[src/rtl/data_mem_mmio.sv]
// CPU data memory with a 16-register memory-mapped IO window at IO_BASE.
// The IO window holds LEDs, synchronised switches, a prescaled timer with
// compare, and a sticky match flag that drives a level interrupt.
// Reads are registered. data_out is zero whenever rd_valid is low.
// IO_BASE is expected to be 16-aligned, because addr[3:0] selects the IO register.
module data_mem_mmio #(
  parameter int DATA_W  = 8,
  parameter int ADDR_W  = 8,
  parameter int IO_BASE = 'hF0,
  parameter int LED_W   = 16,
  parameter int SW_W    = 16
) (
  input  logic              clk,
  input  logic              rst,
  input  logic [ADDR_W-1:0] addr,
  input  logic [DATA_W-1:0] data_in,
  input  logic              mem_write,
  input  logic              mem_read,
  output logic [DATA_W-1:0] data_out,
  output logic              rd_valid,
  input  logic [SW_W-1:0]   sw_in,
  output logic [LED_W-1:0]  leds_out,
  output logic              irq
);

  localparam int WW     = 2 * DATA_W;
  localparam int RAM_AW = $clog2(IO_BASE);
  localparam int IO_END = IO_BASE + 16;

  logic [DATA_W-1:0] ram_q [0:IO_BASE-1];
  logic [DATA_W-1:0] data_out_q;
  logic              rd_valid_q;
  logic [LED_W-1:0]  led_q, led_d;
  logic [SW_W-1:0]   sw_s1_q, sw_s2_q;
  logic [DATA_W-1:0] timer_q, timer_d, pc_q, pc_d, presc_q, presc_d, cmp_q, cmp_d;
  logic              match_q, match_d, irq_en_q, irq_en_d;

  logic              ram_sel, io_sel, wr_io, tick, set_match;
  logic [3:0]        io_off;
  logic [DATA_W-1:0] rdata, timer_inc;
  logic [WW-1:0]     led_ext, sw_ext, led_wide;
  logic              wr_led_lo, wr_led_hi, wr_timer, wr_cmp, wr_status, wr_presc;

  // Address decode: RAM below IO_BASE, 16 IO registers from IO_BASE upwards.
  assign ram_sel = (32'(addr) < 32'(IO_BASE));
  assign io_sel  = (32'(addr) >= 32'(IO_BASE)) && (32'(addr) < 32'(IO_END));
  assign io_off  = addr[3:0];
  assign wr_io   = mem_write && io_sel;

  assign wr_led_lo = wr_io && (io_off == 4'd0);
  assign wr_led_hi = wr_io && (io_off == 4'd1);
  assign wr_timer  = wr_io && (io_off == 4'd4);
  assign wr_cmp    = wr_io && (io_off == 4'd5);
  assign wr_status = wr_io && (io_off == 4'd6);
  assign wr_presc  = wr_io && (io_off == 4'd7);

  // LEDs and switches are zero-extended to two bus words for LO/HI access.
  assign led_ext = WW'(led_q);
  assign sw_ext  = WW'(sw_s2_q);

  // Read mux, sampled into data_out_q at the clock edge. Sampling at the edge
  // gives read-before-write for free.
  always_comb begin
    rdata = '0;
    if (ram_sel) begin
      rdata = ram_q[addr[RAM_AW-1:0]];
    end else if (io_sel) begin
      case (io_off)
        4'd0:    rdata = led_ext[DATA_W-1:0];
        4'd1:    rdata = led_ext[WW-1:DATA_W];
        4'd2:    rdata = sw_ext[DATA_W-1:0];
        4'd3:    rdata = sw_ext[WW-1:DATA_W];
        4'd4:    rdata = timer_q;
        4'd5:    rdata = cmp_q;
        4'd6:    rdata = DATA_W'({irq_en_q, match_q});
        4'd7:    rdata = presc_q;
        default: rdata = '0;
      endcase
    end
  end

  // Next-state logic for the IO registers and the prescaled timer.
  always_comb begin
    led_wide = led_ext;
    if (wr_led_lo) led_wide[DATA_W-1:0]  = data_in;
    if (wr_led_hi) led_wide[WW-1:DATA_W] = data_in;
    led_d = led_wide[LED_W-1:0];

    tick      = (pc_q == presc_q);
    timer_inc = timer_q + 1'b1;

    pc_d = pc_q + 1'b1;
    if (tick || wr_timer || wr_presc) pc_d = '0;

    timer_d = timer_q;
    if (wr_timer)  timer_d = '0;
    else if (tick) timer_d = timer_inc;

    // A timer write cancels a coincident tick, so it cannot raise MATCH.
    set_match = tick && !wr_timer && (timer_inc == cmp_q);

    cmp_d    = wr_cmp ? data_in : cmp_q;
    presc_d  = wr_presc ? data_in : presc_q;
    irq_en_d = wr_status ? data_in[1] : irq_en_q;

    // W1C on MATCH. A set event in the same cycle takes priority over the clear.
    match_d = match_q;
    if (wr_status && data_in[0]) match_d = 1'b0;
    if (set_match)               match_d = 1'b1;
  end

  // RAM array: plain write port, no reset.
  always_ff @(posedge clk) begin
    if (mem_write && ram_sel) ram_q[addr[RAM_AW-1:0]] <= data_in;
  end

  // Registered state: read pipeline, IO registers, timer, switch synchroniser.
  always_ff @(posedge clk) begin
    if (rst) begin
      data_out_q <= '0;
      rd_valid_q <= 1'b0;
      led_q      <= '0;
      sw_s1_q    <= '0;
      sw_s2_q    <= '0;
      timer_q    <= '0;
      pc_q       <= '0;
      presc_q    <= '0;
      cmp_q      <= '1;
      match_q    <= 1'b0;
      irq_en_q   <= 1'b0;
    end else begin
      data_out_q <= mem_read ? rdata : '0;
      rd_valid_q <= mem_read;
      led_q      <= led_d;
      sw_s1_q    <= sw_in;
      sw_s2_q    <= sw_s1_q;
      timer_q    <= timer_d;
      pc_q       <= pc_d;
      presc_q    <= presc_d;
      cmp_q      <= cmp_d;
      match_q    <= match_d;
      irq_en_q   <= irq_en_d;
    end
  end

  assign data_out = data_out_q;
  assign rd_valid = rd_valid_q;
  assign leds_out = led_q;
  assign irq      = match_q & irq_en_q;

endmodule

[config.mk]
export PLATFORM = sky130hd
export DESIGN_NAME = data_mem_mmio
export DESIGN_NICKNAME = d
export VERILOG_FILES = /design/src/rtl/data_mem_mmio.sv
export SDC_FILE = /design/constraint.sdc
export NUM_CORES = 2
export LEC_CHECK = 0
export CORE_AREA = 2 2 365 367
export DETAILED_ROUTE_END_ITERATION = 10
export DIE_AREA = 0 0 367 369
export DONT_BUFFER_PORTS = 1
export GPL_ROUTABILITY_DRIVEN = 0
export PLACE_DENSITY_LB_ADDON = 0.25
export REMOVE_ABC_BUFFERS = 1
export SETUP_SLACK_MARGIN = 0.02
export SLEW_MARGIN = 5
export SYNTH_ARGS = -nofsm -noshare
export SYNTH_HDL_FRONTEND = slang
export SYNTH_SLANG_ARGS = --single-unit
[constraint.sdc]
create_clock -name clk -period 7.29 [get_ports clk]
set_input_delay 0.3645 -clock clk [delete_from_list [all_inputs] [get_ports clk]]
set_output_delay 0.3645 -clock clk [all_outputs]
set_load 0.02 [all_outputs]
Word-level counts from Yosys, hierarchy flattened --
Memories as Yosys holds them, arrays and structs flattened. Index checks and enable logic that the tools add are counted.
Operators by class: magnitude comparators 2, multiplexer cells 7, equality and inequality tests 9, bitwise logic cells 2, add/sub/neg operators 2, reductions and logical operators 19
Operator list (count):
- $pmux 8 s8 | 1
- $add 8x1->8 const B | 2
- $eq 4x3->1 const B | 4
- $eq 8x8->1 | 2
- $mux 8 | 2
- $logic_and 1x1->1 | 11
- $eq 4x2->1 const B | 2
- $ge 8x8->1 const B | 1
- $lt 8x8->1 const B | 1
- $reduce_or 2->1 | 3
- $eq 4x1->1 const B | 1
- $logic_not 4->1 | 1
- $mux 1 | 4
- $logic_or 1x1->1 | 2
- $reduce_bool 2->1 | 1
- $and 1x1->1 | 1
- $logic_not 1->1 | 1
- $not 1->1 | 1
Word-level totals: memories 1, logic and storage cells 54, input bits 36, bits in registers 91, bits in writable memories 1920, output and inout bits 26
Memory list:
- ram_q | words 240, bits a word 8, rd ports 1, clocked after memory_dff 0, wr ports 1, line 30 | logic [DATA_W-1:0] ram_q [0:IO_BASE-1];

Depth between registers and ports, before layout --
depth after elaboration 7, depth in mapped cells 13, mapped depth without buffers 8

Worst setup path before layout --
No wires, ideal clock.
path kind in2reg, from input addr[1], to memory ram_q[114][0], enable pin, data required time 6920 ps, library setup time 370 ps, arrival 2563 ps, buffers on the path 7, path slack 4357 ps, cell stages on the path 11, cells stage by stage buf_4 buf_6 buf_4 buf_4 inv_1 buf_4 buf_2 nor3_1 nand2_1 buf_2 nor2_1
Between the ends: longest elaborated chain between the ends 4
RTL lines:
- from (decl) | line 15 | input logic [ADDR_W-1:0] addr,
- $lt 8x8->1 | line 45 | assign ram_sel = (32'(addr) < 32'(IO_BASE));
- $logic_and 1x1->1 | line 114 | if (mem_write && ram_sel) ram_q[addr[RAM_AW-1:0]] <= data_in;
- $mux 1 | line 114
- $mux 1 (not written as such) | line 114
- to (decl) | line 30
Several ways; a longest one is shown, not always the timed one.

Final worst setup path --
from input addr[1], to register data_out_q[5] (netlist: data_out[5])
Between the ends: longest elaborated chain between the ends 4, elaborated cells between the ends (all ways) 14, classes of those cells order compare: 2; eq/ne: 7; mux: 3; reduce/logical: 1; memory: 1
RTL lines:
- branches (longest 3 deep; another with $mem_v2 240x8)
- $mux 8 (*) | line 65 | if (ram_sel) begin
- to (signal assigned) | line 132 | data_out_q <= mem_read ? rdata : '0;
- to (decl) | line 31 | logic [DATA_W-1:0] data_out_q;
Every way passes the cells marked *. A chain may end at the register's enable or synchronous reset.

==> metrics.csv <==
stage;metric;value;unit
outcome;violations;capacitance limit, slew limit;
sta;setup_ws;2.146;ns
die;rows;133;
die;die_h;369;um
pwr;power_density;271.0;nW/um2
route;num_vias;40910;
cells_and_area;layout-drive-gt1-share;19.23;%
sta;clock_skew;0.03078;ns
cells_and_area;fillers;8477;
place;pre_cts_ws;3.394;ns
sta;rsz0062_at_grt;no;
sta;finalSetupViolCount;0;
route;route.detailed.drc;0;
clock_tree;clk_pin_slew;0.06;ns
clock_tree;clock_sinks;2011;
global_routing;grtUsageTotal;30.51;%
place;dp_cells;5513;
cells_and_area;final_cell_area;86050;um2
cells_and_area;fin_nets;4025;
clock_tree;cts_setup_buffers;0;
yosys;yosysSeqAreaShare;76.02;%
cells_and_area;area_growth;9.988;%
yosys;synth-compound-area-share;3.091;%
yosys;synth-simple-area-share;4.153;%
clock_tree;cts_buffers;191;
critical_path;start_kind;input port;
route;drtIter0Drc;6768;
pwr;cellLeakagePower;26.87;nW
clock_tree;cts_root_buf;clkbuf_16;
clock_tree;cts_hold_buf;36;
yosys;synth_area;78240;um2
sta;fin_crit;5.144;ns
yosys;synth-edff-count;1920;
hold_path;min_path_type;input port to flip-flop;
yosys;synth.avg_cell_area;19.77;um2
die;fp.dieW;367;um
cells_and_area;mostFrequentLayoutCells;1920 x edfxtp_1, 444 x mux4_2, 335 x nor2_1;
global_routing;grt_first_pass_wirelength;292900;um
sta;max-slew-margin-rel;-108.6;%
cells_and_area;post-route-util;65.62;%
critical_path;cp_max_fo;519;
global_routing;grt_pass1_vias;39970;
outcome;run_status;complete, but fails checks;
sta;fmax;0.1944;GHz
clock_tree;clk_latency;0.82;ns
yosys;synth_xor_area_share;0.3582;%
yosys;synth-adder-area-share;0.03199;%
yosys;async_flop_share;0;%
die;design.die.area;135400;um2
place;port_buffers;0;
clock_tree;htree_levels;4;
global_routing;grt_max_degree;520;
clock_tree;clockBufferDepth;3;
yosys;ys_warn_count;0;
die;fp.coreArea;131100;um2
route;drt_pass1_iterations;6;
yosys;synth-main-ff-cell;edfxtp_1;
yosys;synth_seq_cells;2011;
clock_tree;cts_tree;built;
clock_tree;post_cts_resized;0;
yosys;synthCells;3958;
route;wl_per_cell;34.65;um
route;routed_wirelength;204400;um
global_routing;antenna_found_initial;7;
place;dp_hpwl;111500;um
yosys;ys_types;69;
cells_and_area;final_cells;5898;
cells_and_area;layout_commonest_cell;edfxtp_1;
route;viasPerCell;6.936;
global_routing;grt_overflow;0;
sta;timing.final.crit_share;70.56;%
critical_path;worstPathRequired;7.96;ns
die;ios;62;
yosys;yosys-mux-area-fraction;14.66;%
sta;hold_viol_final;0;
sta;timing.setup.tns;0;ns
sta;slew_viol_final;409;
route;ant_nets;0;
critical_path;worstSetupPathType;input port to flip-flop;
run;drv_cap;1;
yosys;synth_top_family_by_area;multiplexers;
sta;tightest_slew;3.129;ns
pwr;ir_worst_vdd;0.2809;mV
critical_path;cp-end-kind;flip-flop;
place;dpl-instance-area;79500;um2
die;start_util;59.66;%
critical_path;cp.arrival;5.82;ns
[Yosys cell counts, types with 48 or more instances]
cell type,number,area share [%]
nand2_1,160,0.77
a21oi_1,57,0.36
buf_2,62,0.40
edfxtp_1,1920,74
mux4_2,444,13
nor2_1,338,1.6
a22oi_1,57,0.55
o22ai_1,77,0.62
mux2i_1,137,1.8
nor2b_1,49,0.39
clkbuf_1,101,0.48
nand3_1,48,0.31
dfxtp_1,91,2.3
[cell families after synthesis]
family / count (synthesis)
AOI/OAI and AO/OA: 353
adders and majority gates: 2
muxes: 590
buffers and inverters: 250
DFF: 2011
xor gates and xnor gates: 32
and+or+nand+nor: 720
[per-stage QoR]
| stage | hold slack, ns | power (W) |
|---|---|---|
| 2_1_floorplan | 0.4138 | 0.01339 |
| 3_3_place_gp | 0.4203 | 0.01364 |
| 3_5_place_dp | 0.4204 | 0.01364 |
| 4_1_cts | 0.01385 | 0.02331 |
| 5_1_grt | 0.06737 | 0.02381 |
| 6_report | 0.04921 | 0.02332 |
[flip-flops by register name, summed over array words and instances, names as in the netlist]
name and cells:
match_q 1, cmp_q 8, rd_valid 1, presc_q 8
pc_q 8, leds_out 16, ram_q 1920, data_out 8
irq_en_q 1, timer_q 8, sw_s1_q 16, sw_ext 16
[critical path, cell delays in order]
cell and delay [ns]:
and4_1 1.11, a31o_2 0.23, o31ai_1 1.22, nand3_1 0.34, a2111oi_1 0.55, buf_2 0.25, a22o_1 0.25, a21oi_1 0.09
[final timing paths]
kind | end | cells after the start | slack (ns) | startpoint
worst min register to register | sw_ext[5]$_SDFF_PP0_ | 1 | 0.43 | sw_s1_q[5]$_SDFF_PP0_
worst max register to register | data_out[5]$_SDFF_PP0_ | 8 | 3.58 | leds_out[13]$_SDFFE_PP0P_
worst min-delay path | data_out[5]$_SDFF_PP0_ | 3 | 0.05 | addr[6]
worst max-delay path | data_out[5]$_SDFF_PP0_ | 8 | 2.15 | addr[1]
[per-layer routing]
metal  wire [um]  GRT usage [%]  share of wire (%)
met5          22              0              0.011
met3       26750          8.534                 13
met2       94060          45.73                 46
met1       74650          43.08                 37
met4        8865          12.21                4.3
[power by group]
part / total (W) / internal (W) / switching, W
clock: 0.00964 / 0.00545 / 0.00419
sequential: 0.0127 / 0.0127 / 0.0000268
combinational: 0.000969 / 0.000384 / 0.000584
total: 0.0233 / 0.0185 / 0.00480
[final cells by class]
cell class	count	area (um2)	area share [%]
Timing Repair Buffer	81	855.8	0.9946
Clock buffer	243	5162	5.999
Tap cell	1755	2196	2.552
Sequential cell	2011	59480	69.12
Inverter	5	18.77	0.02181
Multi-Input combinational cell	1697	17470	20.31
Antenna cell	3	7.507	0.008724
Clock inverter	103	858.3	0.9975
(Power assumes the default switching activity.)
